`config.mk`:
```
export PLATFORM = sky130hd
export DESIGN_NAME = mem_port_arbiter_flat
export DESIGN_NICKNAME = d
export VERILOG_FILES = /design/src/rtl/mem_port_arbiter_if.sv /design/src/rtl/mem_port_arbiter.sv /design/src/flat_wrapper.sv
export SDC_FILE = /design/constraint.sdc
export NUM_CORES = 1
export LEC_CHECK = 0
export CAP_MARGIN = 10
export CORE_AREA = 3 3 118 120
export DETAILED_ROUTE_END_ITERATION = 10
export DIE_AREA = 0 0 121 123
export PLACE_DENSITY_LB_ADDON = 0.2
export SLEW_MARGIN = 10
export SYNTH_ARGS = -nofsm -noshare
export SYNTH_HDL_FRONTEND = slang
export SYNTH_SLANG_ARGS = --single-unit
```
`constraint.sdc`:
```
create_clock -name clk -period 3.9 [get_ports clk]
set_input_delay 0.78 -clock clk [delete_from_list [all_inputs] [get_ports clk]]
set_output_delay 0.78 -clock clk [all_outputs]
set_load 0.01 [all_outputs]
```
`src/rtl/mem_port_arbiter_if.sv`:
```
// Bus bundle linking the two requesters (M0 load/store unit, M1 debug/DMA loader)
// to the data-port arbiter, and the arbiter to the RAM data port.
interface mem_port_arbiter_if;
  logic        m0_req;
  logic        m0_we;
  logic        m0_lock;
  logic [29:0] m0_addr;
  logic [31:0] m0_wdata;
  logic [3:0]  m0_be;
  logic        m0_gnt;
  logic        m0_rvalid;
  logic [31:0] m0_rdata;

  logic        m1_req;
  logic        m1_we;
  logic        m1_lock;
  logic [29:0] m1_addr;
  logic [31:0] m1_wdata;
  logic [3:0]  m1_be;
  logic        m1_gnt;
  logic        m1_rvalid;
  logic [31:0] m1_rdata;

  logic [29:0] ram_addr;
  logic [31:0] ram_wdata;
  logic [3:0]  ram_be;
  logic        ram_wr;
  logic [31:0] ram_rdata;

  // Arbiter side.
  modport slave (
    input  m0_req, m0_we, m0_lock, m0_addr, m0_wdata, m0_be,
    output m0_gnt, m0_rvalid, m0_rdata,
    input  m1_req, m1_we, m1_lock, m1_addr, m1_wdata, m1_be,
    output m1_gnt, m1_rvalid, m1_rdata,
    output ram_addr, ram_wdata, ram_be, ram_wr,
    input  ram_rdata
  );

  // Requester/RAM side.
  modport master (
    output m0_req, m0_we, m0_lock, m0_addr, m0_wdata, m0_be,
    input  m0_gnt, m0_rvalid, m0_rdata,
    output m1_req, m1_we, m1_lock, m1_addr, m1_wdata, m1_be,
    input  m1_gnt, m1_rvalid, m1_rdata,
    input  ram_addr, ram_wdata, ram_be, ram_wr,
    output ram_rdata
  );
endinterface

```
`src/rtl/mem_port_arbiter.sv`:
```
// Two-master arbiter for the RAM data port: same-cycle grant, 1-cycle response, no stall beyond gnt=0.
// Fixed-priority (with M1 starvation override) or round-robin, plus owner bus locking for atomics.
module mem_port_arbiter #(
  parameter int ARB_MODE = 0,
  parameter int MAX_WAIT = 8
) (
  input  logic                clk,
  input  logic                rst,
  mem_port_arbiter_if.slave   bus
);

  localparam int WW = (MAX_WAIT > 0) ? $clog2(MAX_WAIT + 1) : 1;

  logic          gnt0;
  logic          gnt1;
  logic          any_gnt;
  logic          starve;

  logic          owner_q,      owner_d;
  logic          issued_q,     issued_d;
  logic          is_read_q,    is_read_d;
  logic [3:0]    be_q,         be_d;
  logic          rr_ptr_q,     rr_ptr_d;
  logic          lock_q,       lock_d;
  logic          lock_owner_q, lock_owner_d;
  logic [WW-1:0] wait_cnt_q,   wait_cnt_d;

  logic          owner_req;
  logic          gnt_lock;
  logic [31:0]   rd_mask;
  logic [31:0]   resp_dat;

  assign starve  = (MAX_WAIT > 0) && (int'(wait_cnt_q) >= MAX_WAIT);
  assign any_gnt = gnt0 | gnt1;

  always_comb begin
    gnt0 = 1'b0;
    gnt1 = 1'b0;
    if (!rst) begin
      if (lock_q) begin
        gnt0 = !lock_owner_q && bus.m0_req;
        gnt1 =  lock_owner_q && bus.m1_req;
      end else if (bus.m0_req && bus.m1_req) begin
        if (ARB_MODE == 1) begin
          gnt0 = !rr_ptr_q;
          gnt1 =  rr_ptr_q;
        end else begin
          gnt0 = !starve;
          gnt1 =  starve;
        end
      end else begin
        gnt0 = bus.m0_req;
        gnt1 = bus.m1_req;
      end
    end
  end

  assign bus.m0_gnt = gnt0;
  assign bus.m1_gnt = gnt1;

  // Address and data follow M0 when idle; only the strobe and byte enables are qualified.
  always_comb begin
    bus.ram_addr  = gnt1 ? bus.m1_addr  : bus.m0_addr;
    bus.ram_wdata = gnt1 ? bus.m1_wdata : bus.m0_wdata;
    bus.ram_be    = 4'b0000;
    bus.ram_wr    = 1'b0;
    if (gnt0) begin
      bus.ram_be = bus.m0_be;
      bus.ram_wr = bus.m0_we;
    end else if (gnt1) begin
      bus.ram_be = bus.m1_be;
      bus.ram_wr = bus.m1_we;
    end
  end

  assign owner_req = lock_owner_q ? bus.m1_req : bus.m0_req;
  assign gnt_lock  = gnt1 ? bus.m1_lock : bus.m0_lock;

  always_comb begin
    issued_d     = any_gnt;
    owner_d      = gnt1;
    is_read_d    = gnt1 ? !bus.m1_we : !bus.m0_we;
    be_d         = bus.ram_be;

    rr_ptr_d     = rr_ptr_q;
    if (gnt0) begin
      rr_ptr_d = 1'b1;
    end else if (gnt1) begin
      rr_ptr_d = 1'b0;
    end

    // While locked only the owner can be granted, so a grant without lock ends the sequence.
    lock_d       = lock_q;
    lock_owner_d = lock_owner_q;
    if (lock_q && !owner_req) begin
      lock_d = 1'b0;
    end
    if (any_gnt) begin
      if (gnt_lock) begin
        lock_d       = 1'b1;
        lock_owner_d = gnt1;
      end else begin
        lock_d       = 1'b0;
      end
    end

    if (bus.m1_req && !gnt1) begin
      wait_cnt_d = (&wait_cnt_q) ? wait_cnt_q : wait_cnt_q + WW'(1);
    end else begin
      wait_cnt_d = '0;
    end
  end

  always_ff @(posedge clk) begin
    if (rst) begin
      owner_q      <= 1'b0;
      issued_q     <= 1'b0;
      is_read_q    <= 1'b0;
      be_q         <= 4'b0000;
      rr_ptr_q     <= 1'b0;
      lock_q       <= 1'b0;
      lock_owner_q <= 1'b0;
      wait_cnt_q   <= '0;
    end else begin
      owner_q      <= owner_d;
      issued_q     <= issued_d;
      is_read_q    <= is_read_d;
      be_q         <= be_d;
      rr_ptr_q     <= rr_ptr_d;
      lock_q       <= lock_d;
      lock_owner_q <= lock_owner_d;
      wait_cnt_q   <= wait_cnt_d;
    end
  end

  // The RAM leaves disabled bytes stale, so they are zeroed here.
  always_comb begin
    rd_mask = '0;
    for (int i = 0; i < 4; i++) begin
      rd_mask[8*i +: 8] = {8{be_q[i]}};
    end
  end

  assign resp_dat      = is_read_q ? (bus.ram_rdata & rd_mask) : 32'h0;
  assign bus.m0_rvalid = issued_q && !owner_q;
  assign bus.m1_rvalid = issued_q &&  owner_q;
  assign bus.m0_rdata  = bus.m0_rvalid ? resp_dat : 32'h0;
  assign bus.m1_rdata  = bus.m1_rvalid ? resp_dat : 32'h0;

  always_ff @(posedge clk) begin
    if (!rst) begin
      assert (!(gnt0 && gnt1)) else $error("both masters granted in one cycle");
    end
  end

endmodule

```
`src/flat_wrapper.sv`:
```
// flat-port wrapper written by rule: the top's interface ports become plain ports
module mem_port_arbiter_flat 
#(
  parameter int ARB_MODE = 0,
  parameter int MAX_WAIT = 8
)
  (clk, rst, bus_m0_req, bus_m0_we, bus_m0_lock, bus_m0_addr, bus_m0_wdata, bus_m0_be, bus_m0_gnt, bus_m0_rvalid, bus_m0_rdata, bus_m1_req, bus_m1_we, bus_m1_lock, bus_m1_addr, bus_m1_wdata, bus_m1_be, bus_m1_gnt, bus_m1_rvalid, bus_m1_rdata, bus_ram_addr, bus_ram_wdata, bus_ram_be, bus_ram_wr, bus_ram_rdata);
  mem_port_arbiter_if bus_i ();
  input  logic clk;
  input  logic rst;
  input wire logic [$bits(bus_i.m0_req)-1:0] bus_m0_req;
  input wire logic [$bits(bus_i.m0_we)-1:0] bus_m0_we;
  input wire logic [$bits(bus_i.m0_lock)-1:0] bus_m0_lock;
  input wire logic [$bits(bus_i.m0_addr)-1:0] bus_m0_addr;
  input wire logic [$bits(bus_i.m0_wdata)-1:0] bus_m0_wdata;
  input wire logic [$bits(bus_i.m0_be)-1:0] bus_m0_be;
  output wire logic [$bits(bus_i.m0_gnt)-1:0] bus_m0_gnt;
  output wire logic [$bits(bus_i.m0_rvalid)-1:0] bus_m0_rvalid;
  output wire logic [$bits(bus_i.m0_rdata)-1:0] bus_m0_rdata;
  input wire logic [$bits(bus_i.m1_req)-1:0] bus_m1_req;
  input wire logic [$bits(bus_i.m1_we)-1:0] bus_m1_we;
  input wire logic [$bits(bus_i.m1_lock)-1:0] bus_m1_lock;
  input wire logic [$bits(bus_i.m1_addr)-1:0] bus_m1_addr;
  input wire logic [$bits(bus_i.m1_wdata)-1:0] bus_m1_wdata;
  input wire logic [$bits(bus_i.m1_be)-1:0] bus_m1_be;
  output wire logic [$bits(bus_i.m1_gnt)-1:0] bus_m1_gnt;
  output wire logic [$bits(bus_i.m1_rvalid)-1:0] bus_m1_rvalid;
  output wire logic [$bits(bus_i.m1_rdata)-1:0] bus_m1_rdata;
  output wire logic [$bits(bus_i.ram_addr)-1:0] bus_ram_addr;
  output wire logic [$bits(bus_i.ram_wdata)-1:0] bus_ram_wdata;
  output wire logic [$bits(bus_i.ram_be)-1:0] bus_ram_be;
  output wire logic [$bits(bus_i.ram_wr)-1:0] bus_ram_wr;
  input wire logic [$bits(bus_i.ram_rdata)-1:0] bus_ram_rdata;
  assign bus_i.m0_req = bus_m0_req;
  assign bus_i.m0_we = bus_m0_we;
  assign bus_i.m0_lock = bus_m0_lock;
  assign bus_i.m0_addr = bus_m0_addr;
  assign bus_i.m0_wdata = bus_m0_wdata;
  assign bus_i.m0_be = bus_m0_be;
  assign bus_m0_gnt = bus_i.m0_gnt;
  assign bus_m0_rvalid = bus_i.m0_rvalid;
  assign bus_m0_rdata = bus_i.m0_rdata;
  assign bus_i.m1_req = bus_m1_req;
  assign bus_i.m1_we = bus_m1_we;
  assign bus_i.m1_lock = bus_m1_lock;
  assign bus_i.m1_addr = bus_m1_addr;
  assign bus_i.m1_wdata = bus_m1_wdata;
  assign bus_i.m1_be = bus_m1_be;
  assign bus_m1_gnt = bus_i.m1_gnt;
  assign bus_m1_rvalid = bus_i.m1_rvalid;
  assign bus_m1_rdata = bus_i.m1_rdata;
  assign bus_ram_addr = bus_i.ram_addr;
  assign bus_ram_wdata = bus_i.ram_wdata;
  assign bus_ram_be = bus_i.ram_be;
  assign bus_ram_wr = bus_i.ram_wr;
  assign bus_i.ram_rdata = bus_ram_rdata;
  mem_port_arbiter #(.ARB_MODE(ARB_MODE), .MAX_WAIT(MAX_WAIT)) u_core (.clk(clk), .rst(rst), .bus(bus_i));
endmodule
```
# Word-level counts from Yosys, hierarchy flattened
# Index checks and enable logic that the tools add are counted.
# totals
register_bits	13
inputBits	172
output_inout_bits	135
wordCells	51
# op_classes
addsub	1
magnitude_cmp	1
mux	21
n_bitwise	3
n_reduce_logical	18
# op_table
operator	n
two-way mux 32 bit	4
bitwise AND 32 bit	1
two-way mux 30 bit	1
two-way mux 1 bit	14
two-way mux 4 bit	2
logical AND 1 bit	7
logical NOT 1 bit	7
adder 4 x 1 -> 4 bit (second input constant)	1
greater-or-equal comparator 4 bit (second input constant)	1
AND reduction 4 bit	1
AND reduction 2 bit	1
nonzero test 2 bit	1
OR reduction 2 bit	1
inverter 1 bit	1
bitwise OR 1 bit	1

# Depth between registers and ports, before layout
# Gate-level depths: netlist (run 1).
# depth
word_depth	8
mapped_depth	5
depth_no_buf	4

# Worst setup path after synthesis (run 1)
# No wires, ideal clock.
# synth_timing
kind	input-to-output
startpoint	input bus_m0_req
endpoint	output bus_ram_addr[0]
arrival_time_ns	1.957
t_required_ns	3.120
setup_slack_ns	1.163
cell_stages	5
n_path_buf	2
path_cell_list	nor3b_2 -> nor4b_4 -> buf_4 -> buf_6 -> mux2_1
# synth_via
elab_chain_cells	5
# synth_lines
element	line_no	rtl
start, declared	flat_wrapper.sv:11	input wire logic [$bits(bus_i.m0_req)-1:0] bus_m0_req;
logical AND 1 bit	mem_port_arbiter.sv:43	end else if (bus.m0_req && bus.m1_req) begin
two-way mux 1 bit	mem_port_arbiter.sv:43	
two-way mux 1 bit	mem_port_arbiter.sv:40	if (lock_q) begin
two-way mux 1 bit	mem_port_arbiter.sv:39	if (!rst) begin
two-way mux 30 bit	mem_port_arbiter.sv:63	bus.ram_addr = gnt1 ? bus.m1_addr : bus.m0_addr;
end, declared	flat_wrapper.sv:29	output wire logic [$bits(bus_i.ram_addr)-1:0] bus_ram_addr;
# Every way passes these cells.

# Final worst setup path (run 1)
# layout_timing
startpoint	input bus_m0_req
endpoint	output bus_ram_wdata[16]
# layout_via
elab_chain_cells	5
# layout_lines
element	line_no	rtl
logical AND 1 bit	mem_port_arbiter.sv:43	
two-way mux 1 bit	mem_port_arbiter.sv:43	
two-way mux 1 bit	mem_port_arbiter.sv:40	
two-way mux 1 bit	mem_port_arbiter.sv:39	
two-way mux 32 bit	mem_port_arbiter.sv:64	bus.ram_wdata = gnt1 ? bus.m1_wdata : bus.m0_wdata;
end, declared	flat_wrapper.sv:30	output wire logic [$bits(bus_i.ram_wdata)-1:0] bus_ram_wdata;
# Every way passes these cells.

==> results.md, run 1 <==
- Status: finished clean
- Clk_lat worst skew: approximately 0.24 ns
- Slew @ Worst Pin: about 0.47 ns
- Hold Path Stages: 1
- DP Wirelength: between 9 and 10 mm
- Pwr Density: around 150 nW/um2
- CTS tree: yes
- Post-CTS Resized: 0
- Min Tclk post-route: between 3 and 4 ns
- Final hold slack: 0.497 ns
- Setup CP Type: in -> out
- Area Overhead vs Synth: 185%
- RR Startpoint: u_core.wait_cnt_q[3]
- Yosys reg bits: 13
- Height of the die: 123 um
- Sw Ratio: 0.247
- Clk buf depth: 2
- CP max-delay cell: clkdlybuf4s50_1
- Buffers plus inverters on the worst setup path: 3
- Grt total ovfl: 0
- Fin. max-slew vios: 0
- Fmax: 0.265 GHz
- Clk_skew: roughly 0.0026 ns
- Power share of the clock group: 0.246
- Vias per inst: 3.97
- Primary FF master, synth: dfxtp_1
- Core area: approximately 13000 um2
- Hold endpoint: u_core.lock_owner_q
- Synth area leaders: mux2_2 (22%), and2_1 (22%), mux2_1 (17%)
- # DRC: 0
- HP Start: u_core.lock_owner_q
- Largest stage delay on the critical path: ~0.53 ns
- Net Sw Power: 0.000191 W
- Most frequent cells in the layout: clkdlybuf4s50_1 (306), and2_1 (64), mux2_2 (36)
- Period utilization: 0.967
- Net count after synthesis: between 300 and 400
- Cts-stage hold buffer count: 0
- Worst Path Arrival: around 3.0 ns
- Delay-heaviest family, CP: buffers and inverters
- Nets: about 700
- Fillers: 1310
- Initial Util: 0.138
- First-pass GRT wire length: 15.0 mm
- CTS Sinks: 13
- Number of flops mapped to enable cells by yosys: 0
- Post-Syn Instances: between 200 and 250
- Crit-path cells: clkdlybuf4s50_1, nor3b_2, nor4b_4, buf_12, mux2_2, clkdlybuf4s50_1
- Row cnt: 42
- H-tree Lvls: 1
- Setup crit end kind: primary output
- HP Class: reg -> reg
- Dpl cells: 683
- Max-cap violations: 0
- R2R cell count: 4
- Gpl congestion: 0.833
- Capturing point of the worst reg2reg path: u_core.is_read_q
- Layout cells sized above 1: 0.0881
- DIE AREA: roughly 15000 um2
- Sum Neg Setup Slack: 0 ns
- Initial antenna violation count: 0
- Synthesized cell area: approximately 1800 um2
- I/O pin count: ~310
- Worst slew margin relative to its limit: 0.690
- Routed vias: around 2.7k
- DRT iter0 DRCs: 55
- Port Buffers: just over 300
- Seq/Total Area, Yosys: 0.144
- Total wire length: roughly 11 mm
- Total CTS buffers: 3
- Worst Setup SP: bus_m0_req
- Ys async rst share: 0
- Routed Antenna Nets: 0
- Critical Path RT: 3.12 ns
- Commonest non-fill, non-tap cell in the layout: clkdlybuf4s50_1
- Routed WL per cell: ~15 um
- Internal reg-to-reg setup slack: 2.15 ns
- Yosys warns: 0
- Clk slew on worst S/H paths: about 0.040 ns
- Antenna cells: 0
- Synthesized area per cell: between 8 and 9 um2
- DRT Pass-1 Iters: 4
- Static leakage: about 1.9 nW
- Total Routing Usage GR: 0.128
- Netlist cell types: 30
- Pin count of the biggest net entering global routing: between 40 and 50
- Largest area contributor in the netlist: mux2_2
- Share of power burned in registers: 0.188
- Setup Fix Bufs, Post-CTS: 0
- Vias in the first global route: 2853
- Unrepaired setup endpoints after global routing: false
- Fin cells: between 600 and 700
- Worst vdd ir: 0.0000929 V
- Share of the synthesized area in the top cell type: 0.224
- Crit start category: input port
- Most frequent CP cell: clkdlybuf4s50_1
- Final hold vios: 0
- Die W: about 120 um
- Cell Int Power: 0.000583 W
- Setup violations, final: 0
- CTS root buf: clkbuf_16
- Logic pwr share: 0.566
- Critical path peak fanout: 46
==> cell usage after synthesis, types with 3 or more instances <==
library cell  instances
and2_1               64
mux2_2               36
mux2_1               27
nor2_1               14
dfxtp_1              13
a22o_1               10
nand2_1               7
inv_1                 5
buf_2                 4
buf_6                 3
==> cell type report <==
cell class                 instances  area [um2]  share of cell area
tap                              176         220              0.0427
clock buffer                       4        78.8              0.0153
inverter                           5        18.8             0.00364
sequential                        13         260              0.0505
timing repair buffer             309        3110               0.604
multi-input combinational        180        1460               0.284
==> sequential cells by signal, summed over array words and instances, names as in the netlist <==
register and count:
u_core.owner_q 1, u_core.is_read_q 1, u_core.lock_owner_q 1, u_core.issued_q 1, u_core.be_q 4, u_core.wait_cnt_q 4, u_core.lock_q 1
==> routing by layer <==
layer,track usage,up-vias,part of all wire
met1,0.113,1227,0.32
met4,0.0397,0,0.025
li1,-,1325,-
met2,0.265,164,0.54
met5,0,-,0
met3,0.0476,12,0.12
==> stage by stage <==
step / instance area (um2) / power, W / utilization / setup WS [ns]
3_5_place_dp: 5070 / 0.000591 / 0.388 / 0.0968
6_report: 5150 / 0.000774 / 0.394 / 0.128
5_1_grt: 5150 / 0.000816 / 0.394 / 0.0179
3_3_place_gp: 5070 / 0.000587 / 0.388 / 0.109
2_1_floorplan: 1810 / 0.000276 / - / 1.16
4_1_cts: 5150 / 0.000790 / 0.394 / 0.0941
==> how the worst max path moves through the flow <==
stage                     depth (start not counted)  slack, ns                end
after floorplan                                   5       1.16    bus_ram_addr[0]
final                                             6       0.13  bus_ram_wdata[16]
after CTS                                         6       0.09  bus_ram_wdata[17]
after detailed placement                          6        0.1  bus_ram_wdata[17]
after global placement                            6       0.11  bus_ram_wdata[16]
after global routing                              6       0.02  bus_ram_wdata[16]
==> cells by family after synthesis <==
group                    after synthesis  synth area share
adder cells (fa/ha/maj)                2            0.0138
buffers and inverters                 14            0.0464
AO/OA/AOI/OAI                         15            0.0686
flip-flops                            13             0.144
XOR/XNOR                               1           0.00485
multiplexers                          64             0.398
AND/OR/NAND/NOR                       98             0.324
==> power groups by stage <==
stage | sequential, W | combinational, W | clock, W
final | 0.000146 | 0.000438 | 0.000190
after global routing | 0.000146 | 0.000466 | 0.000203
after CTS | 0.000146 | 0.000446 | 0.000199
after detailed placement | 0.000148 | 0.000443 | 0
after global placement | 0.000148 | 0.000439 | 0
after floorplan | 0.000147 | 0.000129 | 0
(Power assumes the default switching activity.)
==> inputs of run 2 (changes only) <==
Settings changed: REMOVE_ABC_BUFFERS from default to 1.
==> run 2 against run 1 <==
Against the previous run: non-clock buffer count unchanged; cell count is the same; global-route usage rose by 1.7 points; sequential share of layout area unchanged; core utilization is the same; maximum frequency is 0.44% lower; clock skew hardly changed; count of clock-buffer cells in the layout stayed put; via count grew 0.18%; critical path type unchanged; critical endpoint is now bus_ram_wdata[14]; largest cell class unchanged; largest power group unchanged; highest routed layer is now met5.
==> results.md, run 2 (synthesized netlist as in run 1, its figures left out) <==
- Top Layer Used: met5
- Setup crit end kind: primary output
- Grt total ovfl: 0
- CTS Sinks: 13
- Share of power burned in registers: 0.186
- M1 wire length: about 3.6 mm
- Row cnt: 42
- Most frequent cells in the layout: clkdlybuf4s50_1 (306), and2_1 (64), mux2_2 (36)
- Cts-stage hold buffer count: 0
- I/O pin count: 307
- Worst Path Arrival: between 3 and 4 ns
- Fmax: between 0.2 and 0.3 GHz
- Setup CP Type: in -> out
- CTS tree: yes
- Tot Pwr: 0.000780 W
- Critical path peak fanout: 42
- Total CTS buffers: 3
- Met3 routed WL: approximately 1.3 mm
- Sum Neg Setup Slack: 0 ns
- Setup violations, final: 0
- Critical Path RT: 3.12 ns
- Unrepaired setup endpoints after global routing: false
- Logic pwr share: 0.571
- DP Area: 5070 um2
- Gpl congestion: 0.839
- Worst slew margin relative to its limit: 0.716
- DP Wirelength: approximately 11 mm
- Post-CTS Resized: 0
- Max-cap violations: 0
- Clk slew on worst S/H paths: around 0.04 ns
- Sw Ratio: 0.252
- Largest registers: u_core.be_q: 4 flops, u_core.wait_cnt_q: 4 flops
- Cell Int Power: 0.000584 W
- Fillers: between 1k and 1.5k
- Height of the die: 123 um
- Vias per inst: 3.98
- Min Tclk post-route: between 3 and 4 ns
- Final hold slack: between 0.4 and 0.5 ns
- DRT Pass-1 Iters: 4
- CTS root buf: clkbuf_16
- Pin count of the biggest net entering global routing: 43
- Core area: ~13000 um2
- Clk buf depth: 2
- Routed WL per cell: 16.9 um
- Setup Fix Bufs, Post-CTS: 0
- Total Routing Usage GR: 0.146
- Status: finished clean
- DRT iter0 DRCs: 42
- Routed Antenna Nets: 0
- Routed vias: approximately 2.7k
- Area Overhead vs Synth: 185%
- Nets: around 700
- Antenna cells: 0
- Static leakage: roughly 1.9 nW
- Total wire length: about 12 mm
- H-tree Lvls: 1
- Port Buffers: around 310
- Fin. max-slew vios: 0
- Slew @ Worst Pin: ~0.42 ns
- Final instance area: 5150 um2
- First-pass GRT wire length: about 17 mm
- Pwr Density: 151 nW/um2
- Commonest non-fill, non-tap cell in the layout: clkdlybuf4s50_1
- DIE AREA: between 10000 and 15000 um2
- Period utilization: 0.971
- Layout cells sized above 1: 0.0881
- Worst vdd ir: 0.000108 V
- Clk_skew: 0.00209 ns
- Final hold vios: 0
- Routed wl met2: ~6.5 mm
- HP Class: reg -> reg
- # DRC: 0
- Net Sw Power: between 0.00015 and 0.0002 W
- Die W: ~120 um
- Vias in the first global route: 2832
- Initial antenna violation count: 1
- Clk_lat worst skew: 0.24 ns
- Initial Util: 0.138
- Crit start category: input port
- Power share of the clock group: 0.243
[run 2: cell counts in the layout (fill, tap and decap cells not counted)]
Identical to the previous run, type by type.
[run 2: worst max-delay path: stages]
cell and delay [ns]:
clkdlybuf4s50_1 0.41, nor3b_2 0.19, nor4b_4 0.40, buf_12 0.28, mux2_2 0.37, clkdlybuf4s50_1 0.53
[run 2: final cells by class]
class	instances	area, um2	share of cell area
inverters	5	18.8	0.00364
clock buffers	4	78.8	0.0153
flip-flops and latches	13	260	0.0505
multi-input cells	180	1460	0.284
well taps	176	220	0.0427
repair buffers	309	3110	0.604
[run 2: final timing paths]
kind / end / cells after the start / slack (ns) / start
worst max register to register: u_core.is_read_q / 4 / 2.15 / u_core.wait_cnt_q[3]
worst min register to register: u_core.lock_owner_q / 1 / 0.49 / u_core.lock_owner_q
worst max-delay path: bus_ram_wdata[14] / 6 / 0.11 / bus_m0_req
worst min-delay path: u_core.lock_owner_q / 1 / 0.49 / u_core.lock_owner_q
[run 2: stage by stage]
step                setup WS [ns]  cells  utilization
global route               0.0361    687        0.394
detailed placement         0.0968    683        0.388
CTS                        0.0948    687        0.394
floorplan                  -0.819    198            -
finish                      0.112    687        0.394
global placement           0.0974    683        0.388
[run 2: per-layer routing]
layer / GRT usage / up-vias
li1: - / 1329
met1: 0.134 / 1217
met2: 0.301 / 173
met3: 0.0517 / 12
met4: 0.0354 / 2
met5: 0 / -
[run 2: power by group through the flow]
| stage | clock [W] | sequential [W] | combinational (W) |
|---|---|---|---|
| final | 0.000190 | 0.000145 | 0.000445 |
| after global routing | 0.000201 | 0.000146 | 0.000472 |
| after CTS | 0.000197 | 0.000146 | 0.000453 |
| after detailed placement | 0 | 0.000148 | 0.000450 |
| after global placement | 0 | 0.000148 | 0.000448 |
| after floorplan | 0 | 0.000147 | 0.000124 |
==> inputs of run 3 (changes only) <==
Settings changed: CORE_AREA 3 3 118 120 to 3 3 119 121, DIE_AREA 0 0 121 123 to 0 0 122 124.
Clock period 3.9 ns to 3.5 ns, I/O delays scaled along.
==> run 3 against run 2 <==
Against the previous run: sequential power increased by 12%; routed wire length increased by 3.8%; worst setup slack got worse by 0.043 ns; sequential share of layout area decreased by 0.057 points; critical endpoint is now bus_ram_wdata[7]; largest cell class unchanged.
==> results.md, run 3 (synthesized netlist as in run 1, its figures left out) <==
- Static leakage: between 2 and 2.5 nW
- DIE AREA: approximately 15000 um2
- Worst slew margin relative to its limit: 0.695
- Critical path peak fanout: 13
- Pre-CTS setup slack: -0.0916 ns
- Unrepaired setup endpoints after global routing: false
- Fin. max-slew vios: 0
- Period utilization: 0.980
- Most frequent cells in the layout: clkdlybuf4s50_1 (248), and2_1 (64), dlygate4sd2_1 (58)
- Worst vdd ir: between 0.0001 and 0.00015 V
- HP Class: reg -> reg
- Initial Util: 0.137
- Fillers: around 1.3k
- HP Start: u_core.lock_owner_q
- Area Overhead vs Synth: 188%
- I/O pin count: 307
- Vias per inst: just under 4
- Total Routing Usage GR: 0.149
- Setup CP Type: in -> out
- Internal reg-to-reg setup slack: roughly 1.8 ns
- Layout cells sized above 1: 0.109
- Antenna cells: 0
- Clk_lat worst skew: 0.24 ns
- Hold Path Stages: 1
- First-pass GRT wire length: approximately 17 mm
- Fmax: a little under 0.3 GHz
- Setup WS post-layout: 0.0690 ns
- Delay-heaviest family, CP: buffers and inverters
- Clk buf depth: 2
- Fin cells: approximately 700
- Setup violations, final: 0
- Pin count of the biggest net entering global routing: 19
- CP max-delay cell: clkdlybuf4s50_1
- Capturing point of the worst reg2reg path: u_core.is_read_q
- Worst Path Arrival: between 2 and 3 ns
- Routed WL per cell: ~17 um
- Clk slew on worst S/H paths: 0.04 ns
- Routed Antenna Nets: 0
- Pwr Density: between 150 and 200 nW/um2
- Nets: ~700
- DRT Pass-1 Iters: 4
- Gpl congestion: 0.852
- Hold endpoint: u_core.lock_owner_q
- Row cnt: 42
- CTS Sinks: 13
- Buffers plus inverters on the worst setup path: 3
- Min Tclk post-route: ~3.4 ns
- R2R cell count: 5
- Total wire length: between 10 and 15 mm
- Multi-input gate area: ~1500 um2
- CTS root buf: clkbuf_16
- Commonest non-fill, non-tap cell in the layout: clkdlybuf4s50_1
- Clk_skew: about 0.00066 ns
- Status: finished clean
- Initial antenna violation count: 0
- Largest stage delay on the critical path: ~0.55 ns
- Largest registers: u_core.be_q: 4 flops, u_core.wait_cnt_q: 4 flops
- Cts-stage hold buffer count: 0
- Routed vias: 2750
- Port Buffers: between 300 and 400
- DP Wirelength: between 10 and 15 mm
- Most frequent CP cell: clkdlybuf4s50_1
- CTS tree: yes
- Vias in the first global route: a little under 3k
- Sum Neg Setup Slack: 0 ns
- Height of the die: around 120 um
- Slew @ Worst Pin: around 0.46 ns
- # DRC: 0
- Core area: between 10000 and 15000 um2
- Grt total ovfl: 0
- FF+latch area: approximately 260 um2
- Max-cap violations: 0
- DRT iter0 DRCs: 73
- Total CTS buffers: 3
- H-tree Lvls: 1
- Crit start category: input port
- RR Startpoint: u_core.wait_cnt_q[3]
- Crit-path cells: clkdlybuf4s50_1, nor3b_2, nor4b_4, buf_12, mux2_2, clkdlybuf4s50_1
- Setup crit end kind: primary output
- Dpl cells: about 690
- Critical Path RT: about 2.8 ns
- Final hold vios: 0
- Die W: roughly 120 um
- Critical path depth: 6
[run 3: cell types whose count changed in the layout (fill, tap and decap cells not counted)]
cell             before  now
buf_4                 1    9
clkdlybuf4s50_1     306  248
dlygate4sd2_1         0   58
buf_12                2    5
buf_6                 0    1
[run 3: how the worst max path moves through the flow]
| stage | from | end |
|---|---|---|
| final | bus_m0_req | bus_ram_wdata[7] |
| after global routing | bus_m0_req | bus_ram_wdata[7] |
| after CTS | bus_m0_req | bus_ram_addr[9] |
| after detailed placement | bus_m0_req | bus_ram_addr[5] |
| after global placement | bus_m0_req | bus_ram_addr[5] |
| after floorplan | bus_m0_req | bus_ram_addr[19] |
[run 3: cell type report]
type,instances,area share
Clock buffer,4,0.0151
Tap cell,176,0.0423
Timing Repair Buffer,321,0.608
Multi-Input combinational cell,180,0.281
Inverter,5,0.00360
Sequential cell,13,0.0500
[run 3: metal layers]
| layer | track usage | wire, um |
|---|---|---|
| met5 | 0 | 0 |
| met3 | 0.0504 | 1270 |
| met4 | 0.0252 | 99 |
| met1 | 0.132 | 3670 |
| met2 | 0.321 | 7010 |
[run 3: through the flow]
step / utilization / total power (W) / hold slack [ns] / area (um2)
global route: 0.395 / 0.000898 / 0.521 / 5210
global placement: 0.394 / 0.000682 / 0.482 / 5190
CTS: 0.395 / 0.000867 / 0.501 / 5210
detailed placement: 0.394 / 0.000685 / 0.490 / 5190
floorplan: - / 0.000302 / 0.470 / 1740
finish: 0.395 / 0.000850 / 0.501 / 5210
[run 3: where the power goes]
| part | internal, W | leakage [nW] | switching, W |
|---|---|---|---|
| clock network | 0.000153 | 0.0382 | 0.0000584 |
| registers | 0.000157 | 0.107 | 0.00000492 |
| logic | 0.000317 | 1.92 | 0.000159 |
[run 3: what timing repair did]
item	in CTS	in global routing
gates resized for setup	59	0
buffers inserted	1	0
setup endpoints to repair	56	0
